<file path="src/rtl/cmp_arbiter.sv">
// Round-robin arbiter sharing a single unsigned magnitude comparator
// between N_REQ requesters. Each compare takes three cycles: one to grant
// and latch the operands, one to compare, and one to pulse done.

// Combinational unsigned relational comparator, the shared datapath.
module comparator_rel #(
  parameter int unsigned WIDTH = 8
) (
  input  logic [WIDTH-1:0] a_i,
  input  logic [WIDTH-1:0] b_i,
  output logic             eq_o,
  output logic             gt_o,
  output logic             lt_o
);

  // Exactly one of the three relations is true for any operand pair.
  always_comb begin
    eq_o = (a_i == b_i);
    gt_o = (a_i >  b_i);
    lt_o = (a_i <  b_i);
  end

endmodule

module cmp_arbiter #(
  parameter int unsigned N_REQ = 4,
  parameter int unsigned WIDTH = 8
) (
  input  logic                     clk,
  input  logic                     rst,
  input  logic [N_REQ-1:0]         req,
  input  logic [N_REQ*WIDTH-1:0]   a_in,
  input  logic [N_REQ*WIDTH-1:0]   b_in,
  output logic [N_REQ-1:0]         done,
  output logic                     eq,
  output logic                     gt,
  output logic                     lt,
  output logic                     busy
);

  localparam int unsigned IDX_W = (N_REQ > 1) ? $clog2(N_REQ) : 1;

  typedef enum logic [1:0] {
    IDLE = 2'd0,
    CMP  = 2'd1,
    DONE = 2'd2
  } state_e;

  state_e               state_q, state_d;
  logic [IDX_W-1:0]     cur_q,   cur_d;
  logic [IDX_W-1:0]     ptr_q,   ptr_d;
  logic [WIDTH-1:0]     op_a_q,  op_a_d;
  logic [WIDTH-1:0]     op_b_q,  op_b_d;
  logic                 eq_q,    eq_d;
  logic                 gt_q,    gt_d;
  logic                 lt_q,    lt_d;
  logic [N_REQ-1:0]     done_q,  done_d;
  logic                 busy_q,  busy_d;

  logic                 grant_vld_c;
  logic [IDX_W-1:0]     grant_idx_c;
  logic [WIDTH-1:0]     a_sel_c;
  logic [WIDTH-1:0]     b_sel_c;
  int unsigned          cand_c;

  logic                 cmp_eq_c;
  logic                 cmp_gt_c;
  logic                 cmp_lt_c;

  // Shared comparator sees only the latched operands, never the live inputs.
  comparator_rel #(
    .WIDTH (WIDTH)
  ) u_cmp (
    .a_i  (op_a_q),
    .b_i  (op_b_q),
    .eq_o (cmp_eq_c),
    .gt_o (cmp_gt_c),
    .lt_o (cmp_lt_c)
  );

  // Round-robin search starting just after the last served requester.
  always_comb begin
    grant_vld_c = 1'b0;
    grant_idx_c = '0;
    cand_c      = 0;
    for (int unsigned k = 1; k <= N_REQ; k++) begin
      cand_c = (32'(ptr_q) + k) % N_REQ;
      if (!grant_vld_c && req[IDX_W'(cand_c)]) begin
        grant_vld_c = 1'b1;
        grant_idx_c = IDX_W'(cand_c);
      end
    end
  end

  // Operand slice mux for the winning requester.
  always_comb begin
    a_sel_c = '0;
    b_sel_c = '0;
    for (int unsigned k = 0; k < N_REQ; k++) begin
      if (grant_idx_c == IDX_W'(k)) begin
        a_sel_c = a_in[k*WIDTH +: WIDTH];
        b_sel_c = b_in[k*WIDTH +: WIDTH];
      end
    end
  end

  // Next-state and next-output logic; every register holds unless updated.
  always_comb begin
    state_d = state_q;
    cur_d   = cur_q;
    ptr_d   = ptr_q;
    op_a_d  = op_a_q;
    op_b_d  = op_b_q;
    eq_d    = eq_q;
    gt_d    = gt_q;
    lt_d    = lt_q;
    done_d  = '0;
    busy_d  = busy_q;

    unique case (state_q)
      IDLE: begin
        if (grant_vld_c) begin
          op_a_d  = a_sel_c;
          op_b_d  = b_sel_c;
          cur_d   = grant_idx_c;
          busy_d  = 1'b1;
          state_d = CMP;
        end
      end
      CMP: begin
        eq_d    = cmp_eq_c;
        gt_d    = cmp_gt_c;
        lt_d    = cmp_lt_c;
        done_d  = N_REQ'(1) << cur_q;
        state_d = DONE;
      end
      DONE: begin
        ptr_d   = cur_q;
        busy_d  = 1'b0;
        state_d = IDLE;
      end
      default: begin
        busy_d  = 1'b0;
        state_d = IDLE;
      end
    endcase
  end

  // State and output registers; reset clears everything at once.
  always_ff @(posedge clk or posedge rst) begin
    if (rst) begin
      state_q <= IDLE;
      cur_q   <= '0;
      ptr_q   <= IDX_W'(N_REQ - 1);
      op_a_q  <= '0;
      op_b_q  <= '0;
      eq_q    <= 1'b0;
      gt_q    <= 1'b0;
      lt_q    <= 1'b0;
      done_q  <= '0;
      busy_q  <= 1'b0;
    end else begin
      state_q <= state_d;
      cur_q   <= cur_d;
      ptr_q   <= ptr_d;
      op_a_q  <= op_a_d;
      op_b_q  <= op_b_d;
      eq_q    <= eq_d;
      gt_q    <= gt_d;
      lt_q    <= lt_d;
      done_q  <= done_d;
      busy_q  <= busy_d;
    end
  end

  assign done = done_q;
  assign eq   = eq_q;
  assign gt   = gt_q;
  assign lt   = lt_q;
  assign busy = busy_q;

endmodule

</file>
<file path="config.mk">
export PLATFORM = sky130hd
export DESIGN_NAME = cmp_arbiter
export DESIGN_NICKNAME = d
export VERILOG_FILES = /design/src/rtl/cmp_arbiter.sv
export SDC_FILE = /design/constraint.sdc
export NUM_CORES = 1
export LEC_CHECK = 0
export ABC_AREA = 0
export ABC_CLOCK_PERIOD_IN_PS = 5000
export BUFFER_PORTS_ARGS = -buffer_cell sky130_fd_sc_hd__buf_2
export CORE_ASPECT_RATIO = 0.8
export CORE_MARGIN = 2
export CORE_UTILIZATION = 50
export DETAILED_ROUTE_END_ITERATION = 8
export HOLD_SLACK_MARGIN = 0.03
export PLACE_DENSITY = 0.82
export SKIP_CTS_REPAIR_TIMING = 1
export SLEW_MARGIN = 10
export SYNTH_ARGS = -nofsm -noshare
export SYNTH_HDL_FRONTEND = slang
export SYNTH_SLANG_ARGS = --single-unit
export TNS_END_PERCENT = 1
</file>
<file path="constraint.sdc">
create_clock -name clk -period 5 [get_ports clk]
set_input_delay 0.75 -clock clk [delete_from_list [all_inputs] [get_ports clk]]
set_output_delay 0.75 -clock clk [all_outputs]
set_load 0.02 [all_outputs]
</file>
==> metrics.cfg, run 1 <==
[outcome]
status = complete, no violations

[timing]
period_share_pct = 46.72
finalSetupViolCount = 0
maxSlewHeadroom_pct = 24.14
fmax_mhz = 428.1
tns_ps = 0
postLayoutSetupSlackWorst_ps = 2664
worst_pin_slew_ps = 1138
final_hold_viol_count = 0
fin_worst_skew_ps = 4.215
rsz0062_at_grt = no
fin_crit_ps = 2336
drv_slew = 0

[synthesis]
synth_edf_count = 0
syn_area_um2 = 1948
synth_compound_area_share_pct = 11.88
synth_area_leader_cell = dfrtp_1
synth_xor_area_share_pct = 0
synth_async_sr_flop_share_pct = 100.0
synth_cells = 181
ys_ff_latch = 30
yosysWarningCount = 0
yosysSeqAreaShare_pct = 38.66
syn_avg_cell_area_um2 = 10.76
syn_nets = 259
ys.flop_type = dfrtp_1
synth.mux.area_fraction_pct = 28.00
synth.area.top_cells = dfrtp_1 36%, mux2i_1 16%, mux2_2 12%, ha_1 5.1%, nand2_1 4.0%
ys_top_cells_by_count = 32 x mux2i_1, 28 x dfrtp_1, 21 x nand2_1, 20 x mux2_2, 13 x inv_1
yosysMostFrequentCell = mux2i_1
synth_top_family_by_area = multiplexers
synth-simple-area-share_pct = 8.799
synth_fa_ha_area_share_pct = 5.138
netlist.area_leader.share_pct = 35.97
synth.distinct_cells = 31

[finish]
syn_to_final_growth_pct = 22.99
post-route-util_pct = 63.41
nNetsFinal = 334
drive_gt1_share_pct = 44.75
n_antenna_cell = 0

[floorplan]
initial_utilization_pct = 51.56
design.core.area_um2 = 3779
die_y_um = 59.83
dieArea_um2 = 4415
die_w_um = 73.79
rows = 20
io_pins = 78

[placed_design]
hpwl_mm = 2.819
place_congestion = 0.7647
io_buffer_count = 77
place_ws_ps = 2361

[global_routing]
grt.total_usage_pct = 17.58
antenna_found_initial = 0
grt-ovfl-total = 0
grt_max_degree = 36
first_global_vias = 1386
grt_pass1_wl_mm = 5.823

[power]
p_per_area_nw_per_um2 = 564.9
power_mw = 1.353
peakVddDrop_mv = 0.2319
clkPwrFrac_pct = 14.4
p_sw_mw = 0.5332
p_sw_share_pct = 39.40
p_seq_share_pct = 32.5
p_leak_nw = 1.267
combPwrFrac_pct = 53.0
p_int_mw = 0.8202

[setup_path]
r2r-end = op_b_q[7]
worstPathMaxFanout = 33
cpLargestDelayFamily = compound AO/OA/AOI/OAI gates
cp.arrival_ps = 2530
critPathRequiredTime_ps = 5190
cp_slowest_cell = o221a_2
r2r_slack_ps = 2740
worst-setup-path-type = input pin to register
crit_path_start_kind = input pin
critPathBufInv = 1
r2r_cells = 5
worstPathCellList = buf_2 > o21ai_0 > o221a_2 > mux2i_1 > mux2_2 > o21ai_1
timing.rr.start = ptr_q[1]
critPathCaptureType = register
critPathMaxStageDelay_ps = 890

[cts]
clock_tree.root_cell = clkbuf_8
clk_path_buf_depth = 2
h-tree-depth = 2
tritoncts = built
clkTransAtPathRegs_ps = 60
cts_buffers = 5
cts.sinks = 30
clock_latency_ps = 280

[drt]
first_pass_iters = 4
via_per_inst = 4.869
drt-total-wl_mm = 3.662
ant_nets = 0
drc = 0
drtIter0Drc = 64
wl_per_cell_um = 11.74
vias = 1519

[worst_hold_path]
hp-start = eq
hold_path_end = eq
hold_class = register to register
hold-path-cell-count = 2

[flow_run]
max-cap-violations = 0

-- worst max-delay path by stage --
stage / startpoint / to / slack, ps / cells after the start
detailed placement: req[1] / op_a_q[2] / 2360 / 6
CTS: req[1] / op_b_q[7] / 2650 / 6
global placement: req[1] / op_a_q[2] / 2410 / 6
global route: req[1] / op_b_q[7] / 2540 / 6
finish: req[1] / op_b_q[7] / 2660 / 6
floorplan: req[1] / op_a_q[4] / 2980 / 7
-- layout by cell type (no fill, tap or decap) --
| master | n |
|---|---|
| or4_1 | 1 |
| nor2_1 | 3 |
| nor3b_1 | 1 |
| nand2_1 | 21 |
| nor2b_1 | 3 |
| o221a_2 | 1 |
| clkinv_2 | 1 |
| mux2_2 | 20 |
| a21oi_1 | 4 |
| buf_2 | 77 |
| mux2i_1 | 32 |
| ha_1 | 8 |
| and3_1 | 1 |
| o21ai_1 | 10 |
| dfrtp_1 | 28 |
| clkbuf_8 | 6 |
| nor3_1 | 1 |
| or3b_1 | 1 |
| clkbuf_1 | 1 |
| a22o_1 | 1 |
| o21ai_2 | 7 |
| a211o_1 | 1 |
| o21ai_0 | 4 |
| o211ai_1 | 1 |
| nand2b_1 | 1 |
| nand4_1 | 1 |
| a211oi_1 | 1 |
| inv_1 | 13 |
| and2b_1 | 2 |
| o211ai_4 | 1 |
| a21o_1 | 2 |
| dfstp_2 | 2 |
-- logic make-up after synthesis --
logic type                 Yosys count
AOI/OAI and AO/OA                   33
buffers and inverters               22
muxes                               52
and+or+nand+nor                     36
adders and majority gates            8
DFF                                 30
-- tightest hold or removal path, stage by stage, from the launching register on --
cell	delay, ps
dfrtp_1	340
nand2_1	50
nand2_1	60
-- stage by stage --
step,hold slack [ps],cell area [um^2],std cells
final,482.6,2396,312
after global routing,514.2,2396,312
after CTS,477.0,2396,312
after detailed placement,462.3,2305,304
after global placement,457.9,2305,304
after floorplan,451.8,1948,181
-- power groups by stage --
stage	logic (mW)	clock network, mW	registers (mW)
4_1_cts	0.729	0.200	0.441
3_3_place_gp	0.698	0	0.440
3_5_place_dp	0.725	0	0.445
2_1_floorplan	0.617	0	0.449
5_1_grt	0.807	0.210	0.456
6_report	0.718	0.195	0.440
-- sequential cells by signal, indices dropped and copies added (netlist names) --
signal	cells
busy	1
done	4
op_a_q	8
gt	1
cur_q	2
op_b_q	8
state_q	2
lt	1
ptr_q	2
eq	1
-- area by class of cell --
type                            count  area, um^2
Sequential cell                    30       753.2
Tap cell                           55       68.82
Fill cell                         304        1383
Clock buffer                        7       86.33
Inverter                           13       48.80
Timing Repair Buffer               77       385.4
Clock inverter                      1       5.005
Multi-Input combinational cell    129        1049
-- routing by layer --
| layer | wire [um] | vias up | track usage (%) |
|---|---|---|---|
| li1 | - | 785 | - |
| met1 | 1778 | 666 | 22.62 |
| met2 | 1531 | 60 | 28.57 |
| met3 | 278 | 8 | 3.879 |
| met4 | 74 | 0 | 7.792 |
| met5 | 0 | - | 0 |
Note: power is estimated with default switching activity, not from simulation.
==> run 2: changes to the inputs <==
Settings changed: ABC_CLOCK_PERIOD_IN_PS 5000 to 2350, CORE_UTILIZATION 50 to 49, PLACE_DENSITY 0.82 to 0.81.
Clock period 5 ns to 2.35 ns, I/O delays scaled along.
==> run 2 against run 1 <==
Compared with the run above:
- worst hold slack got worse by 350 ps
- sequential share of layout area decreased by 0.31 points
- utilization increased by 0.21 points
- global-route usage increased by 0.99 points
- clock-buffer cell count unchanged
- final area increased by 0.99%
- first-iteration DRC count decreased by 30%
- register-to-register slack got worse by 2300 ps
- combinational power increased by 110%
- non-clock buffer count increased by 2
- critical endpoint is now op_a_q[0]
==> metrics.cfg, run 2 (same netlist as run 1, synthesis figures left out) <==
[outcome]
status = complete, no violations

[setup_path]
critPathRequiredTime_ps = 2550
critPathBufInv = 0
cp.arrival_ps = 2120
worst-setup-path-type = register to register
critPathMaxStageDelay_ps = 570
cpLargestDelayFamily = compound AO/OA/AOI/OAI gates
critPathCaptureType = register
crit_path_start_kind = register
cp_slowest_cell = dfstp_2
worstPathCellList = or3b_1 > o221a_4 > mux2i_1 > mux2_2 > o21ai_1
worstPathMaxFanout = 33

[global_routing]
grt-ovfl-total = 0
antenna_found_initial = 0
grt_pass1_wl_mm = 6.251
first_global_vias = 1468
grt_max_degree = 34
grt.total_usage_pct = 18.57

[timing]
postLayoutSetupSlackWorst_ps = 427.3
final_hold_viol_count = 0
rsz0062_at_grt = no
fin_crit_ps = 1923
worst_pin_slew_ps = 585.4
finalSetupViolCount = 0
drv_slew = 0
fmax_mhz = 520.1
fin_worst_skew_ps = 2.969
period_share_pct = 81.82
tns_ps = 0
maxSlewHeadroom_pct = 60.78

[cts]
clock_latency_ps = 280
clock_tree.root_cell = clkbuf_8
tritoncts = built
clk_path_buf_depth = 2
cts_buffers = 5
h-tree-depth = 2
cts.sinks = 30
clkTransAtPathRegs_ps = 60

[finish]
final_design_area_no_fill_um2 = 2420
syn_to_final_growth_pct = 24.21
final_common_cell = buf_2
final_cell_mix = 77 x buf_2, 32 x mux2i_1, 28 x dfrtp_1
n_fill_cell = 336
n_antenna_cell = 0
nNetsFinal = 336
drive_gt1_share_pct = 45.17
post-route-util_pct = 63.62

[drt]
drtIter0Drc = 45
wl_per_cell_um = 11.91
first_pass_iters = 4
via_per_inst = 4.844
ant_nets = 0
vias = 1521
drc = 0
drt-total-wl_mm = 3.739

[power]
p_per_area_nw_per_um2 = 1196
combPwrFrac_pct = 53.3
clkPwrFrac_pct = 14.4
p_seq_share_pct = 32.4
p_sw_mw = 1.139
peakVddDrop_mv = 0.5351
p_int_mw = 1.755
p_leak_nw = 1.281
power_mw = 2.894
p_sw_share_pct = 39.36

[floorplan]
dieArea_um2 = 4499
die_y_um = 60.40
design.core.area_um2 = 3804
initial_utilization_pct = 51.22
die_w_um = 74.50
io_pins = 78
rows = 20

[placed_design]
post_dp_cell_area_um2 = 2320
hpwl_mm = 2.904
place_ws_ps = 112.9
io_buffer_count = 77
place_congestion = 0.8131

[worst_hold_path]
hold_class = input pin to asynchronous set/reset pin

[flow_run]
max-cap-violations = 0

[run 2: stage by stage]
step	cells	hold slack, ps
finish	314	134.5
global route	314	160.4
CTS	314	146.2
detailed placement	306	446.0
global placement	306	444.7
floorplan	181	441.8
[run 2: power groups by stage]
stage | registers, mW | clock network (mW) | logic (mW)
2_1_floorplan | 0.955 | 0 | 1.31
3_3_place_gp | 0.933 | 0 | 1.51
3_5_place_dp | 0.943 | 0 | 1.57
4_1_cts | 0.935 | 0.430 | 1.57
5_1_grt | 0.968 | 0.453 | 1.76
6_report | 0.937 | 0.415 | 1.54
[run 2: path summary, 6_finish.rpt]
path / startpoint / endpoint / slack, ps / cells after the start
setup / recovery: ptr_q[1] / op_a_q[0] / 430 / 5
hold / removal: rst / op_a_q[0] / 130 / 3
setup reg to reg: ptr_q[1] / op_a_q[0] / 430 / 5
hold reg to reg: eq / eq / 480 / 2
max in group asynchronous: rst / ptr_q[1] / 1910 / 3
min in group clk: eq / eq / 480 / 2
[run 2: worst register-to-register path, delay by kind of cell, from the launching register on]
kind | cells | cell delay, ps
AOI/OAI and AO/OA | 2 | 690
DFF | 1 | 570
and+or+nand+nor | 1 | 140
muxes | 2 | 450
[run 2: routing by layer]
| metal | share of wire, % | track usage, % | vias to the layer above |
|---|---|---|---|
| met2 | 43 | 30.59 | 51 |
| met5 | 0 | 0 | - |
| met4 | 1.8 | 8.418 | 0 |
| met3 | 6.3 | 3.821 | 6 |
| li1 | - | - | 788 |
| met1 | 49 | 23.89 | 676 |
[run 2: cell type report]
type                    instances  area [um^2]  share of cell area, %
multi-input cells             129         1057                  43.69
flip-flops and latches         30        753.2                  31.13
repair buffers                 79        400.4                  16.55
clock buffers                   7        86.33                  3.568
well taps                      55        68.82                  2.844
inverters                      13        48.80                  2.017
clock inverters                 1        5.005                 0.2068
==> run 3: changes to the inputs <==
Settings changed: ABC_CLOCK_PERIOD_IN_PS 2350 to 1700, CORE_UTILIZATION 49 to 44, PLACE_DENSITY 0.81 to 0.77.
Clock period 2.35 ns to 1.7 ns, I/O delays scaled along.
==> run 3 against run 2 <==
Compared with the run above:
- the run now ends with setup timing left
- maximum frequency is 6.7% higher
- register-to-register slack worse by 530 ps
- wire length is 18% higher
- clock-buffer cell count is 1 lower
- worst setup slack worse by 530 ps
- power is 55% higher
- largest power group unchanged
- first-iteration DRC count is 67% higher
==> metrics.cfg, run 3 (same netlist as run 1, synthesis figures left out) <==
[outcome]
status = finished, violations left
violations = setup timing

[timing]
rsz0062_at_grt = yes
fmax_mhz = 555.0
maxSlewHeadroom_pct = 46.81
fin_worst_skew_ps = 5.826
postLayoutSetupSlackWorst_ps = -101.8
drv_slew = 0
hold_slack_ps = 41.60
period_share_pct = 106.0
fin_crit_ps = 1802
tns_ps = -1189
finalSetupViolCount = 16
final_hold_viol_count = 0
worst_pin_slew_ps = 789.5

[floorplan]
design.core.area_um2 = 4230
io_pins = 78
initial_utilization_pct = 46.05
die_w_um = 78.40
dieArea_um2 = 4979
die_y_um = 63.52
rows = 21

[power]
p_seq_share_pct = 29.0
p_sw_share_pct = 39.79
p_per_area_nw_per_um2 = 1721
peakVddDrop_mv = 0.8253
p_leak_nw = 1.366
p_sw_mw = 1.780
p_int_mw = 2.695
combPwrFrac_pct = 57.7
clkPwrFrac_pct = 13.4
power_mw = 4.475

[setup_path]
critPathRequiredTime_ps = 1910
r2r-end = op_a_q[6]
timing.rr.start = ptr_q[0]
r2r_cells = 6
cp.arrival_ps = 2010
r2r_slack_ps = -100
crit_path_start = ptr_q[0]
worstPathMaxFanout = 10
critPathCaptureType = register
worst-setup-path-type = register to register
crit_path_start_kind = register

[drt]
ant_nets = 0
via_per_inst = 5.084
drt-total-wl_mm = 4.410
first_pass_iters = 4
drtIter0Drc = 75
vias = 1642
drc = 0
wl_per_cell_um = 13.65

[flow_run]
max-cap-violations = 0

[finish]
finalNonFillerCells = 323
nNetsFinal = 343
regArea_um2 = 753.2
n_fill_cell = 374
syn_to_final_growth_pct = 33.46
final_common_cell = buf_2
final_cell_mix = 77 x buf_2, 32 x mux2i_1, 28 x dfrtp_1
multi_input_area_um2 = 1144
n_antenna_cell = 0
final_design_area_no_fill_um2 = 2600
drive_gt1_share_pct = 50.00
post-route-util_pct = 61.46

[placed_design]
place_ws_ps = -85.57
post_dp_cell_area_um2 = 2396
io_buffer_count = 77
dp.cells = 313
place_congestion = 0.7921
hpwl_mm = 3.118

[global_routing]
grt_max_degree = 31
grt.total_usage_pct = 17.24
antenna_found_initial = 0
first_global_vias = 1561
grt-ovfl-total = 0
grt_pass1_wl_mm = 6.796

[cts]
clk_path_buf_depth = 2
tritoncts = built
clock_tree.root_cell = clkbuf_8
clock_latency_ps = 280
clkTransAtPathRegs_ps = 60
cts.sinks = 30
cts_buffers = 5
h-tree-depth = 2

[worst_hold_path]
hold_class = input pin to asynchronous set/reset pin

## run 3: power by group through the flow
stage | combinational, mW | clock (mW) | sequential, mW
2_1_floorplan | 1.85 | 0 | 1.32
3_3_place_gp | 2.26 | 0 | 1.28
3_5_place_dp | 2.34 | 0 | 1.30
4_1_cts | 2.36 | 0.606 | 1.29
5_1_grt | 2.85 | 0.653 | 1.33
6_report | 2.58 | 0.599 | 1.30
## run 3: worst max-delay path, stage by stage (launching register included)
cell       delay (ps)
dfstp_2           540
and2b_2           250
o221a_4           260
clkbuf_16         180
mux2i_1           130
mux2_4            270
o21ai_2           100
## run 3: worst max path at each step
| stage | to | slack, ps | cells after the start |
|---|---|---|---|
| after floorplan | op_b_q[1] | -30 | 7 |
| after global placement | op_a_q[6] | -40 | 5 |
| after detailed placement | op_a_q[3] | -90 | 6 |
| after CTS | op_a_q[3] | -90 | 6 |
| after global routing | op_a_q[5] | -150 | 6 |
| final | op_a_q[6] | -100 | 6 |
## run 3: cell type report
type                    count  share of cell area (%)
multi-input cells         130                   43.98
flip-flops and latches     30                   28.97
repair buffers             85                   18.77
clock buffers               6                   3.176
well taps                  57                   2.743
inverters                  13                   1.877
clock inverters             2                  0.4812
## run 3: per-layer routing
layer | part of all wire (%) | global-route usage (%) | vias to the layer above
met1 | 45 | 21.34 | 772
met4 | 1.7 | 4.825 | 0
met5 | 0 | 0 | -
met2 | 48 | 29.42 | 50
met3 | 5.4 | 4.871 | 9
li1 | - | - | 811
